[src/rtl/mmio_resp_pkg.sv]
// Shared constants and types for the MMIO responder slice.
//  - RAM_* : load/store port action encodings
//  - MMIO_* : byte offsets of the local registers inside the MMIO window
//  - tx_state_e : console serial shifter states
//  - con_stat_t : layout of the CON_STAT read value
package mmio_resp_pkg;

  localparam logic [1:0] RAM_NOP = 2'd0;
  localparam logic [1:0] RAM_LD  = 2'd1;
  localparam logic [1:0] RAM_ST  = 2'd2;

  localparam logic [7:0] MMIO_CON_DATA = 8'h00;
  localparam logic [7:0] MMIO_CON_STAT = 8'h04;
  localparam logic [7:0] MMIO_CYCLE    = 8'h08;

  localparam int unsigned XLEN          = 32;
  localparam int unsigned BITS_PER_CHAR = 8;

  typedef enum logic [1:0] {
    TX_IDLE,
    TX_START,
    TX_DATA,
    TX_STOP
  } tx_state_e;

  typedef struct packed {
    logic [28:0] rsvd;
    logic        ovf;
    logic        full;
    logic        busy;
  } con_stat_t;

endpackage

[src/rtl/con_tx.sv]
// Console transmitter: byte FIFO feeding an 8N1 serial shifter.
// Ports:
//  i_clk, i_rst   clock, synchronous active-high reset
//  i_push, i_byte byte write request
//  o_full         FIFO holds FIFO_DEPTH bytes
//  o_busy         FIFO non-empty or a frame in flight
//  o_ovf_pulse    same-cycle indication that the pushed byte was dropped
//  o_tx           serial line, idles high
module con_tx
  import mmio_resp_pkg::*;
#(
  parameter int unsigned FIFO_DEPTH = 8,
  parameter int unsigned BAUD_DIV   = 16
) (
  input  logic       i_clk,
  input  logic       i_rst,
  input  logic       i_push,
  input  logic [7:0] i_byte,
  output logic       o_full,
  output logic       o_busy,
  output logic       o_ovf_pulse,
  output logic       o_tx
);

  localparam int unsigned PW = $clog2(FIFO_DEPTH);
  localparam int unsigned CW = PW + 1;
  localparam int unsigned BW = (BAUD_DIV > 1) ? $clog2(BAUD_DIV) : 1;

  logic [7:0]    mem_q [FIFO_DEPTH];
  logic [PW-1:0] wr_q, wr_d, rd_q, rd_d;
  logic [CW-1:0] cnt_q, cnt_d;
  tx_state_e     state_q, state_d;
  logic [BW-1:0] baud_q, baud_d;
  logic [2:0]    bit_q, bit_d;
  logic [7:0]    sh_q, sh_d;
  logic          tx_q, tx_d, full_q, full_d, busy_q, busy_d;
  logic          pop, accept, baud_end, fifo_ne;

  // Shifter sequencing, FIFO bookkeeping and next line value.
  always_comb begin
    state_d     = state_q;
    baud_d      = baud_q;
    bit_d       = bit_q;
    sh_d        = sh_q;
    pop         = 1'b0;
    fifo_ne     = (cnt_q != '0);
    baud_end    = (baud_q == BW'(BAUD_DIV - 1));

    unique case (state_q)
      TX_IDLE: begin
        if (fifo_ne) pop = 1'b1;
      end
      TX_START: begin
        if (baud_end) begin
          state_d = TX_DATA;
          baud_d  = '0;
          bit_d   = '0;
        end else begin
          baud_d = baud_q + BW'(1);
        end
      end
      TX_DATA: begin
        if (baud_end) begin
          baud_d = '0;
          sh_d   = sh_q >> 1;
          bit_d  = bit_q + 3'(1);
          if (bit_q == 3'(BITS_PER_CHAR - 1)) state_d = TX_STOP;
        end else begin
          baud_d = baud_q + BW'(1);
        end
      end
      TX_STOP: begin
        if (baud_end) begin
          baud_d = '0;
          // Chain straight into the next start bit when more data waits.
          if (fifo_ne) pop = 1'b1;
          else         state_d = TX_IDLE;
        end else begin
          baud_d = baud_q + BW'(1);
        end
      end
      default: state_d = TX_IDLE;
    endcase

    if (pop) begin
      state_d = TX_START;
      baud_d  = '0;
      sh_d    = mem_q[rd_q];
    end

    // A pop frees a slot in the same cycle, so a full FIFO can still take a byte.
    accept      = i_push && ((cnt_q < CW'(FIFO_DEPTH)) || pop);
    o_ovf_pulse = i_push && !accept;

    wr_d  = accept ? wr_q + PW'(1) : wr_q;
    rd_d  = pop    ? rd_q + PW'(1) : rd_q;
    cnt_d = cnt_q + CW'(accept) - CW'(pop);

    unique case (state_d)
      TX_START: tx_d = 1'b0;
      TX_DATA:  tx_d = sh_d[0];
      default:  tx_d = 1'b1;
    endcase

    full_d = (cnt_d == CW'(FIFO_DEPTH));
    busy_d = (cnt_d != '0) || (state_d != TX_IDLE);
  end

  // FIFO storage; contents are don't-care while the pointers say empty.
  always_ff @(posedge i_clk) begin
    if (accept) mem_q[wr_q] <= i_byte;
  end

  always_ff @(posedge i_clk) begin
    if (i_rst) begin
      state_q <= TX_IDLE;
      baud_q  <= '0;
      bit_q   <= '0;
      sh_q    <= '0;
      wr_q    <= '0;
      rd_q    <= '0;
      cnt_q   <= '0;
      tx_q    <= 1'b1;
      full_q  <= 1'b0;
      busy_q  <= 1'b0;
    end else begin
      state_q <= state_d;
      baud_q  <= baud_d;
      bit_q   <= bit_d;
      sh_q    <= sh_d;
      wr_q    <= wr_d;
      rd_q    <= rd_d;
      cnt_q   <= cnt_d;
      tx_q    <= tx_d;
      full_q  <= full_d;
      busy_q  <= busy_d;
    end
  end

  assign o_tx   = tx_q;
  assign o_full = full_q;
  assign o_busy = busy_q;

endmodule

[src/rtl/mmio_resp.sv]
// Data-memory responder: forwards RAM traffic below MMIO_BASE and serves the
// console, cycle counter and status registers inside the 256-byte MMIO window.
// Ports:
//  i_clk, i_rst          clock, synchronous active-high reset
//  i_action/i_addr/i_val core load/store request
//  o_val                 load data (combinational)
//  o_ram_action/addr/val request forwarded to ram (NOP for MMIO addresses)
//  i_ram_val             ram read data
//  o_tx                  serial console line
module mmio_resp
  import mmio_resp_pkg::*;
#(
  parameter int unsigned FIFO_DEPTH = 8,
  parameter int unsigned BAUD_DIV   = 16,
  parameter logic [31:0] MMIO_BASE  = 32'hFFFF_FF00
) (
  input  logic            i_clk,
  input  logic            i_rst,
  input  logic [1:0]      i_action,
  input  logic [XLEN-1:0] i_addr,
  input  logic [XLEN-1:0] i_val,
  output logic [XLEN-1:0] o_val,
  output logic [1:0]      o_ram_action,
  output logic [XLEN-1:0] o_ram_addr,
  output logic [XLEN-1:0] o_ram_val,
  input  logic [XLEN-1:0] i_ram_val,
  output logic            o_tx
);

  logic            mmio, st, push, full, busy, ovf_pulse;
  logic [7:0]      off;
  logic [XLEN-1:0] cycle_q, cycle_d, reg_mux;
  logic            ovf_q, ovf_d;
  con_stat_t       stat;

  con_tx #(
    .FIFO_DEPTH (FIFO_DEPTH),
    .BAUD_DIV   (BAUD_DIV)
  ) u_con_tx (
    .i_clk       (i_clk),
    .i_rst       (i_rst),
    .i_push      (push),
    .i_byte      (i_val[7:0]),
    .o_full      (full),
    .o_busy      (busy),
    .o_ovf_pulse (ovf_pulse),
    .o_tx        (o_tx)
  );

  // Address decode, register updates and load mux.
  always_comb begin
    mmio = (i_addr >= MMIO_BASE);
    off  = i_addr[7:0];
    st   = mmio && (i_action == RAM_ST);
    push = st && (off == MMIO_CON_DATA);

    cycle_d = (st && (off == MMIO_CYCLE)) ? i_val : cycle_q + XLEN'(1);

    ovf_d = ovf_q;
    if (st && (off == MMIO_CON_STAT)) ovf_d = 1'b0;
    else if (ovf_pulse)               ovf_d = 1'b1;

    stat      = '0;
    stat.ovf  = ovf_q;
    stat.full = full;
    stat.busy = busy;

    unique case (off)
      MMIO_CON_STAT: reg_mux = stat;
      MMIO_CYCLE:    reg_mux = cycle_q;
      default:       reg_mux = '0;
    endcase

    if (mmio) o_val = (i_action == RAM_LD) ? reg_mux : '0;
    else      o_val = i_ram_val;

    o_ram_action = mmio ? RAM_NOP : i_action;
    o_ram_addr   = i_addr;
    o_ram_val    = i_val;
  end

  always_ff @(posedge i_clk) begin
    if (i_rst) begin
      cycle_q <= '0;
      ovf_q   <= 1'b0;
    end else begin
      cycle_q <= cycle_d;
      ovf_q   <= ovf_d;
    end
  end

endmodule

[config.mk]
export PLATFORM = sky130hd
export DESIGN_NAME = mmio_resp
export DESIGN_NICKNAME = d
export VERILOG_FILES = /design/src/rtl/mmio_resp_pkg.sv /design/src/rtl/con_tx.sv /design/src/rtl/mmio_resp.sv
export SDC_FILE = /design/constraint.sdc
export NUM_CORES = 1
export LEC_CHECK = 0
export ABC_CLOCK_PERIOD_IN_PS = 3160
export BUFFER_PORTS_ARGS = -buffer_cell sky130_fd_sc_hd__buf_2
export CORE_ASPECT_RATIO = 0.6
export CORE_MARGIN = 5
export CORE_UTILIZATION = 25
export DETAILED_ROUTE_END_ITERATION = 7
export HOLD_SLACK_MARGIN = 0.05
export PLACE_DENSITY = 0.45
export SYNTH_ARGS = -nofsm -noshare
export SYNTH_HDL_FRONTEND = slang
export SYNTH_SLANG_ARGS = --single-unit
export TNS_END_PERCENT = 50
[constraint.sdc]
create_clock -name i_clk -period 3.16 [get_ports i_clk]
set_input_delay 0.316 -clock i_clk [delete_from_list [all_inputs] [get_ports i_clk]]
set_output_delay 0.316 -clock i_clk [all_outputs]
set_load 0.01 [all_outputs]
==> flow_metrics.tcl, run 1 <==
set metrics [dict create \
    status "complete, no violations" \
    synthTopCellsByArea "edfxtp_1 28%, dfxtp_1 19%, buf_4 7.1%" \
    stdcell_area_mm2 0.00851 \
    port_buffers 198 \
    cts_tree "built" \
    finalNetCount 886 \
    dp.final_hpwl_mm 15.3 \
    start_kind "flip-flop" \
    post-route-min-period_ns 2.98 \
    setup_viol 0 \
    ys_warn_count 0 \
    die-height_um 138 \
    rr_endpoint "u_con_tx.o_busy" \
    hold_viol 0 \
    fp.dieW_um 223 \
    cts_setup_buffers 0 \
    async_flop_share_pct 0 \
    fin_skew_ns 0.0111 \
    drv_cap 0 \
    netlist_area_mm2 0.00678 \
    path_class "flip-flop to flip-flop" \
    clk_pin_slew_ns 0.07 \
    crit_end "u_con_tx.o_busy" \
    synth_top_area_cell "edfxtp_1" \
    antenna_found_initial 1 \
    diodes 0 \
    cts_max_path_buffers 2 \
    initial_core_util_pct 25.5 \
    slew_headroom_pct 56.7 \
    tns_ns 0 \
    synth_ff_type "dfxtp_1" \
    ys_seq_elements 130 \
    final_layout_size_suffix_gt1_share_pct 39.1 \
    rows 46 \
    final_util_pct 32.0 \
    num-fill-cells 2740 \
    yosys.cell_types.count 54 \
    numCtsBuffers 17 \
    die_area_mm2 0.0306 \
    required_ns 3.42 \
    power_density_mw_per_mm2 616 \
    synth_edf_count 64 \
    drtIter0Drc 358 \
    htreeDepth 4 \
    ctsHoldBuffers 0 \
    postPlaceCellArea_mm2 0.00788 \
    p_leak_uw 0.00324 \
    rr_worst_depth 12 \
    core_mm2 0.0266 \
    cp_max_fo 5 \
    synth_top_cell_area_share_pct 28.3 \
    avgViaCountPerCell 4.59 \
    finalCritPeriodShare_pct 94.3 \
    grt_start_max_net_pins 57 \
    wl_mm 20.2 \
    syn-num-nets 741 \
    rsz0062_at_grt "false" \
    tightest_slew_ns 0.649 \
    ir_drop_v 0.000355 \
    numClockSinks 130 \
    cp-end-kind "flip-flop" \
    crit_chain "inv_2 > ha_1 > or3_4 > a21o_1 > or2_2 > inv_1 > ha_1 > inv_1 > fa_1 > xor2_1 > and4b_1 > a31oi_1" \
    grtUsageTotal_pct 12.9 \
    grt_pass1_wl_mm 30.3 \
    syn_area_per_cell_um2 10.9 \
    yosysSeqAreaShare_pct 47.8 \
    clock.fmax_mhz 336 \
    num_io_pins 199 \
    clkLatencyLatePin_ns 0.41 \
    dr.pass1.iters 4 \
    r2r_start "u_con_tx.state_q[0]" \
    dp_slack_ns -0.0799 \
    finalWeightedCongestion 0.852 \
    critPathArrivalTime_ns 3.24 \
    grt-ovfl-total 0 \
    drv_slew 0 \
    drc 0 \
    slowest_delay_ns 0.42 \
    crit_start "u_con_tx.state_q[0]" \
    setup_slack_ns 0.181 \
    cts_root_buf "clkbuf_16" \
    synthCells 624 \
    slowest_stage "or3_4" \
    antenna_left 0 \
    vias 5237 \
    rrSetupSlack_ns 0.18 \
    hold_path_class "input pin to flip-flop" \
    wire_per_inst_um 17.7 \
    area_delta_synth_final_pct 25.5 \
    grt_pass1_vias 5181 \
]
==> worst min path at each step <==
| stage | from | end | slack (ns) | cells past startpoint |
|---|---|---|---|---|
| 6_report | i_val[23] | cycle_q[23] | 0.19 | 3 |
| 5_1_grt | i_val[22] | cycle_q[22] | 0.19 | 3 |
| 3_5_place_dp | u_con_tx.bit_q[1] | u_con_tx.bit_q[1] | 0.45 | 2 |
| 4_1_cts | i_val[22] | cycle_q[22] | 0.17 | 3 |
| 3_3_place_gp | u_con_tx.bit_q[1] | u_con_tx.bit_q[1] | 0.45 | 2 |
| 2_1_floorplan | i_val[0] | u_con_tx.mem_q[0][0] | 0.41 | 0 |
==> cells in the mapped netlist, types with 2 or more instances <==
master / instances
or3_1: 2
or2_2: 2
a21o_1: 6
a211oi_2: 7
and2_1: 4
nor2_1: 52
o31ai_1: 2
ha_1: 16
and4_1: 5
dfxtp_1: 66
buf_4: 64
edfxtp_1: 64
inv_1: 19
a211oi_1: 30
mux2i_1: 4
a31oi_1: 3
and4b_1: 2
mux2_2: 3
buf_2: 5
clkbuf_1: 29
a21oi_1: 12
o21ai_0: 4
and3_1: 3
mux4_2: 16
nor4b_1: 5
nor2b_1: 9
nand3_1: 15
nand4_1: 16
nand2_1: 33
or4_2: 2
nor4_1: 14
xnor2_1: 21
nor3b_1: 2
xor2_1: 14
a311oi_1: 6
or4_4: 2
nor3_1: 14
a22o_1: 32
buf_1: 4
==> worst max-delay path, delay by kind of cell, from the launching register on <==
kind,cells,cell delay (ns)
and+or+nand+nor,3,0.93
adders and majority gates,3,0.84
DFF,1,0.37
buffers and inverters,3,0.21
xor gates and xnor gates,1,0.19
AOI/OAI and AO/OA,2,0.30
==> cell families after synthesis <==
| logic type | synth area share (%) |
|---|---|
| DFF | 47.8 |
| and+or+nand+nor | 14.7 |
| buffers and inverters | 10.5 |
| AOI/OAI and AO/OA | 12.7 |
| adders and majority gates | 3.25 |
| muxes | 6.40 |
| xor gates and xnor gates | 4.52 |
==> layout by cell type (no fill, tap or decap), drive strengths merged, types with 20 or more instances in the layout <==
cell / Yosys / final
nor2: 52 / 52
inv: 19 / 25
buf: 74 / 229
dfxtp: 66 / 66
edfxtp: 64 / 64
a22o: 32 / 32
a211oi: 37 / 37
nand2: 33 / 33
xnor2: 21 / 21
clkbuf: 29 / 20
==> area by class of cell <==
cell class / count / area [um2] / share of cell area (%)
flip-flops and latches: 130 / 3250 / 38.2
repair buffers: 229 / 1250 / 14.7
clock inverters: 12 / 140 / 1.65
multi-input cells: 372 / 2870 / 33.8
inverters: 19 / 71.3 / 0.838
clock buffers: 20 / 479 / 5.63
well taps: 360 / 450 / 5.29
==> power by group <==
group / switching, uW / leakage [uW] / total [uW] / internal, uW
Combinational: 634 / 0.00182 / 1220 / 583
Sequential: 89.7 / 0.00111 / 1970 / 1880
Clock: 786 / 0.000304 / 2060 / 1270
==> sequential cells by signal, summed over array words and instances (netlist names), named ones only <==
signal and cells:
u_con_tx.wr_q 3, u_con_tx.state_q 2, u_con_tx.mem_q 64, u_con_tx.rd_q 3, u_con_tx.o_busy 1, ovf_q 1, u_con_tx.o_tx 1, u_con_tx.cnt_q 4
u_con_tx.o_full 1, u_con_tx.bit_q 3, cycle_q 32, u_con_tx.baud_q 4, u_con_tx.sh_q 8
==> metrics by stage <==
step | cells | total power [uW] | hold WS [ns]
after floorplan | 624 | 2780 | 0.415
after global placement | 1110 | 3230 | 0.446
after detailed placement | 1110 | 3220 | 0.451
after CTS | 1142 | 5300 | 0.173
after global routing | 1142 | 5540 | 0.194
final | 1142 | 5240 | 0.193
==> repair_timing <==
action / 4_1_cts / 5_1_grt
endpoints found under the setup margin: 0 / 2
resized for setup: 0 / 5
endpoints found under the hold margin: 0 / 0
==> layer usage <==
layer  GRT usage, %  vias up  wire [um]
li1               -     2550          -
met1           19.7     2521      10500
met2           18.3      158       8540
met3           3.36        8       1080
met4           2.48        0        138
met5              0        -          0
No activity file was read; power rests on OpenSTA's default activity.
==> inputs of run 2 (changes only) <==
- ABC_AREA: not set -> 1
- CORE_MARGIN: 5 -> 3
==> run 2 against run 1 <==
The flow now finishes with violations (design-rule violations). Combinational power is 11% higher. Worst setup slack gained 0.26 ns. Final cell count rose by 32%. Total power up 1.3%. Clock skew rose by 0.0034 ns. First-iteration DRC count up 6.1%. Synthesized cell count grew 58%. Global-route usage increased by 2.2 points. Sequential power hardly changed. Via count rose by 27%. Critical endpoint unchanged. Largest power group unchanged.
==> flow_metrics.tcl, run 2 <==
set metrics [dict create \
    die_area_mm2 0.0314 \
    fp.dieW_um 227 \
    dp.final_hpwl_mm 18.3 \
    hold_viol 0 \
    synthAdderAreaFrac_pct 3.02 \
    cts_root_buf "clkbuf_16" \
    cts_tree "built" \
    ys_warn_count 0 \
    num-fill-cells 3013 \
    area_delta_synth_final_pct 21.7 \
    vias 6666 \
    tns_ns 0 \
    cp-end-kind "flip-flop" \
    r2r_start "u_con_tx.baud_q[0]" \
    synth_xor_area_share_pct 1.80 \
    synth_common_cells "261 x nand2_1, 157 x nor2_1, 91 x inv_1, 82 x nand3_1, 70 x o21ai_0" \
    numClockSinks 130 \
    initial_core_util_pct 25.9 \
    synth_compound_area_share_pct 7.49 \
    p_leak_uw 0.00381 \
    power_density_mw_per_mm2 598 \
    holdPathStages 3 \
    fin_skew_ns 0.0145 \
    required_ns 3.45 \
    die-height_um 138 \
    port_buffers 198 \
    path_class "flip-flop to flip-flop" \
    tightest_slew_ns 0.753 \
    grt-ovfl-total 0 \
    min_to "cycle_q[18]" \
    largest_register_ffs 64 \
    avgViaCountPerCell 4.41 \
    finalCritPeriodShare_pct 86.0 \
    syn-num-nets 1102 \
    clkLatencyLatePin_ns 0.43 \
    dp_slack_ns 0.453 \
    ir_drop_v 0.000305 \
    num_io_pins 199 \
    netlist_area_mm2 0.00730 \
    synth_ff_type "dfxtp_1" \
    regMostFlops "u_con_tx.mem_q" \
    synthSimpleGateAreaFrac_pct 30.0 \
    setup_viol 0 \
    grt_start_max_net_pins 37 \
    status "complete, but fails checks" \
    grt_pass1_vias 6230 \
    final_cell_mix "261 x nand2_1, 198 x buf_2, 157 x nor2_1, 91 x inv_1, 82 x nand3_1" \
    rr_endpoint "u_con_tx.o_busy" \
    wire_per_inst_um 15.7 \
    drv_cap 0 \
    synth_top_family_by_area "simple AND/OR/NAND/NOR gates" \
    async_flop_share_pct 0 \
    finalWeightedCongestion 0.908 \
    crit_chain "ha_1 > nand3_2 > o21ai_1 > nand2_1 > inv_1 > ha_1 > inv_1 > ha_1 > inv_1 > fa_1 > xor2_1 > nand3_1 > nor2_1 > a21oi_1" \
    antenna_left 0 \
    rows 47 \
    grt_pass1_wl_mm 36.2 \
    hold_path_class "input pin to flip-flop" \
    start_kind "flip-flop" \
    setup_slack_ns 0.443 \
    dr.pass1.iters 8 \
    cts_max_path_buffers 2 \
    core_mm2 0.0282 \
    total_power_uw 5310 \
    drv_slew 0 \
    htreeDepth 4 \
    rrSetupSlack_ns 0.44 \
    rr_worst_depth 14 \
    reg_top3 "u_con_tx.mem_q: 64 flops, cycle_q: 32 flops, u_con_tx.sh_q: 8 flops" \
    numCtsBuffers 17 \
    slowest_stage "fa_1" \
    syn_area_per_cell_um2 7.41 \
    post-route-min-period_ns 2.72 \
    ys_seq_elements 130 \
    worstHoldStart "i_val[18]" \
    postPlaceCellArea_mm2 0.00829 \
    slowest_delay_ns 0.38 \
    stdcell_area_mm2 0.00888 \
    critical-path-top-delay-family "adder cells" \
    synth_edf_count 64 \
    ctsHoldBuffers 0 \
    yosysSeqAreaShare_pct 44.4 \
    drtIter0Drc 380 \
    slew_headroom_pct 49.4 \
    clk_pin_slew_ns 0.06 \
    synth.most_common_cell "nand2_1" \
    rsz0062_at_grt "false" \
    synth_top_area_cell "edfxtp_1" \
    antenna_found_initial 0 \
    drc 1 \
    synthCells 985 \
    crit_buf_inv 3 \
    wl_mm 23.6 \
    finalNetCount 1247 \
    yosys.cell_types.count 29 \
    critPathArrivalTime_ns 3.01 \
    grtUsageTotal_pct 15.1 \
    synth.area.mux_share_pct 0 \
    final_common_cell "nand2_1" \
    synthTopCellsByArea "edfxtp_1 26%, dfxtp_1 18%, nand2_1 13%" \
    cts_resized 0 \
    clock.fmax_mhz 368 \
    final_layout_size_suffix_gt1_share_pct 22.3 \
    diodes 0 \
    violations "design-rule violations" \
    synth_top_cell_area_share_pct 26.3 \
    cp_max_fo 7 \
    cts_setup_buffers 0 \
]
-- run 2: cell types whose count changed in the layout (fill, tap and decap cells not counted), moves of 11 or more --
cell | before | now
nor2_1 | 52 | 157
mux4_2 | 16 | 0
inv_1 | 18 | 91
o21ai_0 | 4 | 70
a211oi_1 | 30 | 0
nand3_1 | 15 | 82
nand2_1 | 33 | 261
nor4_1 | 12 | 1
a22o_1 | 32 | 0
xnor2_1 | 21 | 1
-- run 2: power by group --
group          internal [uW]  switching, uW
clock network           1250            751
logic                    465            884
registers               1890           66.2
-- run 2: final cells by class --
type	instances	area (um2)	share of cell area, %
inverter	91	342	3.85
timing repair buffer	219	1160	13.1
sequential	130	3240	36.5
multi-input combinational	671	3090	34.8
tap	367	459	5.17
clock buffer	21	450	5.07
clock inverter	11	139	1.56
-- run 2: cell families after synthesis --
| group | count (synthesis) |
|---|---|
| AND/OR/NAND/NOR | 534 |
| buffers and inverters | 184 |
| flip-flops | 130 |
| AO/OA/AOI/OAI | 105 |
| adder cells (fa/ha/maj) | 17 |
| XOR/XNOR | 15 |
-- run 2: per-stage QoR --
step	instances	utilization, %	hold slack (ns)
floorplan	985	-	0.415
detailed placement	1478	29.4	0.446
finish	1510	31.5	0.148
CTS	1510	31.5	0.127
global placement	1478	29.4	0.441
global route	1510	31.5	0.150
-- run 2: tightest hold or removal path, cell delays in order --
cell,delay [ns]
buf_2,0.09
o21ai_1,0.06
nor2_1,0.07
-- run 2: routing by layer --
metal	global-route usage [%]	part of all wire, %	vias to the layer above
li1	-	-	3409
met1	23.2	52	3026
met2	21.0	40	214
met3	3.54	6.5	17
met4	3.98	1.1	0
met5	0	0	-
-- run 2: worst max-delay path by stage --
stage | from | end | slack [ns] | depth (start not counted)
6_report | u_con_tx.baud_q[0] | u_con_tx.o_busy | 0.44 | 14
5_1_grt | u_con_tx.baud_q[1] | u_con_tx.o_busy | 0.13 | 12
4_1_cts | u_con_tx.baud_q[1] | u_con_tx.o_busy | 0.42 | 12
3_5_place_dp | u_con_tx.baud_q[1] | u_con_tx.o_busy | 0.45 | 14
2_1_floorplan | u_con_tx.state_q[0] | u_con_tx.o_busy | 0.50 | 15
3_3_place_gp | u_con_tx.baud_q[1] | u_con_tx.o_busy | 0.57 | 12
==> inputs of run 3 (changes only) <==
- PLACE_DENSITY: 0.45 -> 0.44
- SYNTH_HIERARCHICAL: not set -> 1
==> run 3 against run 2 <==
The flow now finishes without violations. Cell area up 4.8%. Total power is 7.9% higher. Synthesized area is 5.6% higher. Final cell count up 5.9%. Count of clock-buffer cells in the layout shrank 4. Worst setup slack worse by 0.072 ns. Via count rose by 1.5%. First-iteration DRC count is 32% higher. Sequential cell count did not move. Synthesized cell count rose by 5.1%. Critical path type unchanged. Largest cell class is now multi-input combinational cells.
==> flow_metrics.tcl, run 3 <==
set metrics [dict create \
    status "complete, no violations" \
    fin_skew_ns 0.0104 \
    numCtsBuffers 17 \
    r2r_start "u_con_tx/state_q[0]" \
    crit_chain "inv_1 > ha_1 > inv_2 > nand2_2 > nand3_4 > nand2_2 > nand2_2 > ha_1 > inv_1 > ha_1 > inv_1 > fa_1 > xnor2_1 > inv_1 > nand3_1 > a21oi_1 > nand2_1" \
    syn_area_per_cell_um2 7.45 \
    htreeDepth 4 \
    cts_max_path_buffers 2 \
    numClockSinks 130 \
    port_buffers 198 \
    synthCells 1035 \
    grt_pass1_wl_mm 36.1 \
    synth_ff_type "dfxtp_1" \
    grtUsageTotal_pct 14.3 \
    clock.fmax_mhz 359 \
    critical-path-top-delay-family "adder cells" \
    tightest_slew_ns 0.782 \
    cts_root_buf "clkbuf_16" \
    swShare_pct 33.7 \
    rsz0062_at_grt "false" \
    num_io_pins 199 \
    final_layout_size_suffix_gt1_share_pct 24.6 \
    slowest_stage "fa_1" \
    ys_seq_elements 130 \
    setup_slack_ns 0.371 \
    finalCritPeriodShare_pct 88.2 \
    setup_viol 0 \
    diodes 0 \
    reg_top3 "u_con_tx/mem_q: 64 flops, cycle_q: 32 flops, u_con_tx/sh_q: 8 flops" \
    clkLatencyLatePin_ns 0.42 \
    drv_cap 0 \
    slew_headroom_pct 47.8 \
    num-fill-cells 3278 \
    seqPwrFrac_pct 34.5 \
    cts_resized 0 \
    rr_worst_depth 17 \
    dp_slack_ns 0.243 \
    regMostFlops "u_con_tx/mem_q" \
    drc 0 \
    rrSetupSlack_ns 0.37 \
    cell_internal_pwr_uw 3800 \
    p_leak_uw 0.00425 \
    core_mm2 0.0302 \
    cp_max_fo 7 \
    path_class "flip-flop to flip-flop" \
    netlist_area_mm2 0.00771 \
    wire_per_inst_um 14.8 \
    ctsHoldBuffers 0 \
    clk_pin_slew_ns 0.06 \
    grt_pass1_vias 6302 \
    finalNetCount 1294 \
    synth_top_cell_area_share_pct 24.9 \
    crit_buf_inv 5 \
    synthSimpleGateAreaFrac_pct 37.1 \
    hold_path_class "input pin to flip-flop" \
    yosys.cell_types.count 37 \
    ir_drop_v 0.000327 \
    wl_mm 23.7 \
    holdPathStages 3 \
    finalWeightedCongestion 0.949 \
    grt-ovfl-total 0 \
    synth_common_cells "373 x nand2_1, 148 x nor2_1, 72 x nand3_1, 69 x inv_1" \
    grt_start_max_net_pins 34 \
    synth_top_family_by_area "simple AND/OR/NAND/NOR gates" \
    largest_register_ffs 64 \
    path_depth 17 \
    power_switching_uw 1930 \
    required_ns 3.45 \
    antenna_left 0 \
    cts_setup_buffers 0 \
    synth_compound_area_share_pct 3.93 \
    cts_tree "built" \
    vias 6765 \
    synth_edf_count 64 \
    yosysSeqAreaShare_pct 42.1 \
    syn-num-nets 1151 \
    drv_slew 0 \
    hold_viol 0 \
    synth.most_common_cell "nand2_1" \
    avgViaCountPerCell 4.23 \
    slowest_delay_ns 0.37 \
    die-height_um 142 \
    worst_path_most_repeated_cell "inv_1" \
    antenna_found_initial 1 \
    area_delta_synth_final_pct 20.8 \
    seq_area_mm2 0.00324 \
    post-route-min-period_ns 2.79 \
    clockPowerShare_pct 36.8 \
    synth.area.mux_share_pct 0 \
    worstHoldStart "i_val[21]" \
    rows 49 \
    rr_endpoint "u_con_tx/o_busy" \
    final_common_cell "nand2_1" \
    ys_warn_count 6 \
    start_kind "flip-flop" \
    dp.final_hpwl_mm 18.3 \
    postPlaceCellArea_mm2 0.00868 \
    fin_hold_ws_ns 0.141 \
    die_area_mm2 0.0330 \
    synth_top_area_cell "edfxtp_1" \
    p_comb_share_pct 28.6 \
    synthTopCellsByArea "edfxtp_1 25%, nand2_1 18%, dfxtp_1 17%" \
    critPathArrivalTime_ns 3.08 \
    cp-end-kind "flip-flop" \
    power_density_mw_per_mm2 615 \
    drtIter0Drc 502 \
    tns_ns 0 \
    final_cell_mix "373 x nand2_1, 198 x buf_2, 148 x nor2_1, 72 x nand3_1, 69 x inv_1" \
    stdcell_area_mm2 0.00931 \
    synth_xor_area_share_pct 1.82 \
    async_flop_share_pct 0 \
    fp.dieW_um 233 \
    min_to "cycle_q[21]" \
    multi_input_area_mm2 0.00351 \
    dr.pass1.iters 5 \
    initial_core_util_pct 25.5 \
    synthAdderAreaFrac_pct 2.70 \
]
==> run 3: changes by cell type after synthesis, sizes merged, moves of 4 or more <==
cell    change
o21bai     +15
clkbuf     -13
buf        +14
nor3       -14
nand3b     +15
nand3       -7
xnor2       +4
nand2     +125
a31oi       -7
inv        -17
o21ai      -67
==> run 3: final cells by class <==
class / instances / area share [%]
multi-input cells: 737 / 37.7
flip-flops and latches: 130 / 34.8
repair buffers: 218 / 12.3
well taps: 408 / 5.48
clock buffers: 17 / 4.57
inverters: 74 / 2.98
clock inverters: 15 / 2.19
==> run 3: cells by family after synthesis <==
kind of cell | Yosys count
AND/OR/NAND/NOR | 657
buffers and inverters | 168
flip-flops | 130
AO/OA/AOI/OAI | 48
XOR/XNOR | 16
adder cells (fa/ha/maj) | 16
==> run 3: metrics by stage <==
step | power, uW | utilization (%) | cells
final | 5730 | 30.9 | 1599
after global placement | 3670 | 28.8 | 1567
after CTS | 5810 | 30.9 | 1599
after detailed placement | 3670 | 28.8 | 1567
after floorplan | 3240 | - | 1035
after global routing | 6120 | 30.9 | 1599
==> run 3: per-layer routing <==
layer  part of all wire (%)  track usage [%]
met1                     54             22.3
met2                     40             19.6
met3                    6.7             4.06
met4                   0.22             2.33
met5                  0.055                0
==> run 3: worst min-delay path: stages <==
cell	delay, ns
buf_2	0.09
nor2_1	0.04
nor2_1	0.08
==> run 3: power groups by stage <==
stage / registers (uW) / clock network, uW / logic (uW)
2_1_floorplan: 1990 / 0 / 1250
3_3_place_gp: 2010 / 0 / 1660
3_5_place_dp: 2010 / 0 / 1660
4_1_cts: 1980 / 2170 / 1670
5_1_grt: 1990 / 2250 / 1880
6_report: 1980 / 2110 / 1640
==> run 3: worst max path at each step <==
stage                                    from  slack [ns]         endpoint
after global routing      u_con_tx/state_q[0]        0.11  u_con_tx/o_busy
after floorplan                    i_addr[19]        0.46  u_con_tx/o_busy
final                     u_con_tx/state_q[0]        0.37  u_con_tx/o_busy
after CTS                 u_con_tx/state_q[0]        0.37  u_con_tx/o_busy
after global placement             i_addr[11]        0.29  u_con_tx/o_busy
after detailed placement           i_addr[11]        0.24  u_con_tx/o_busy
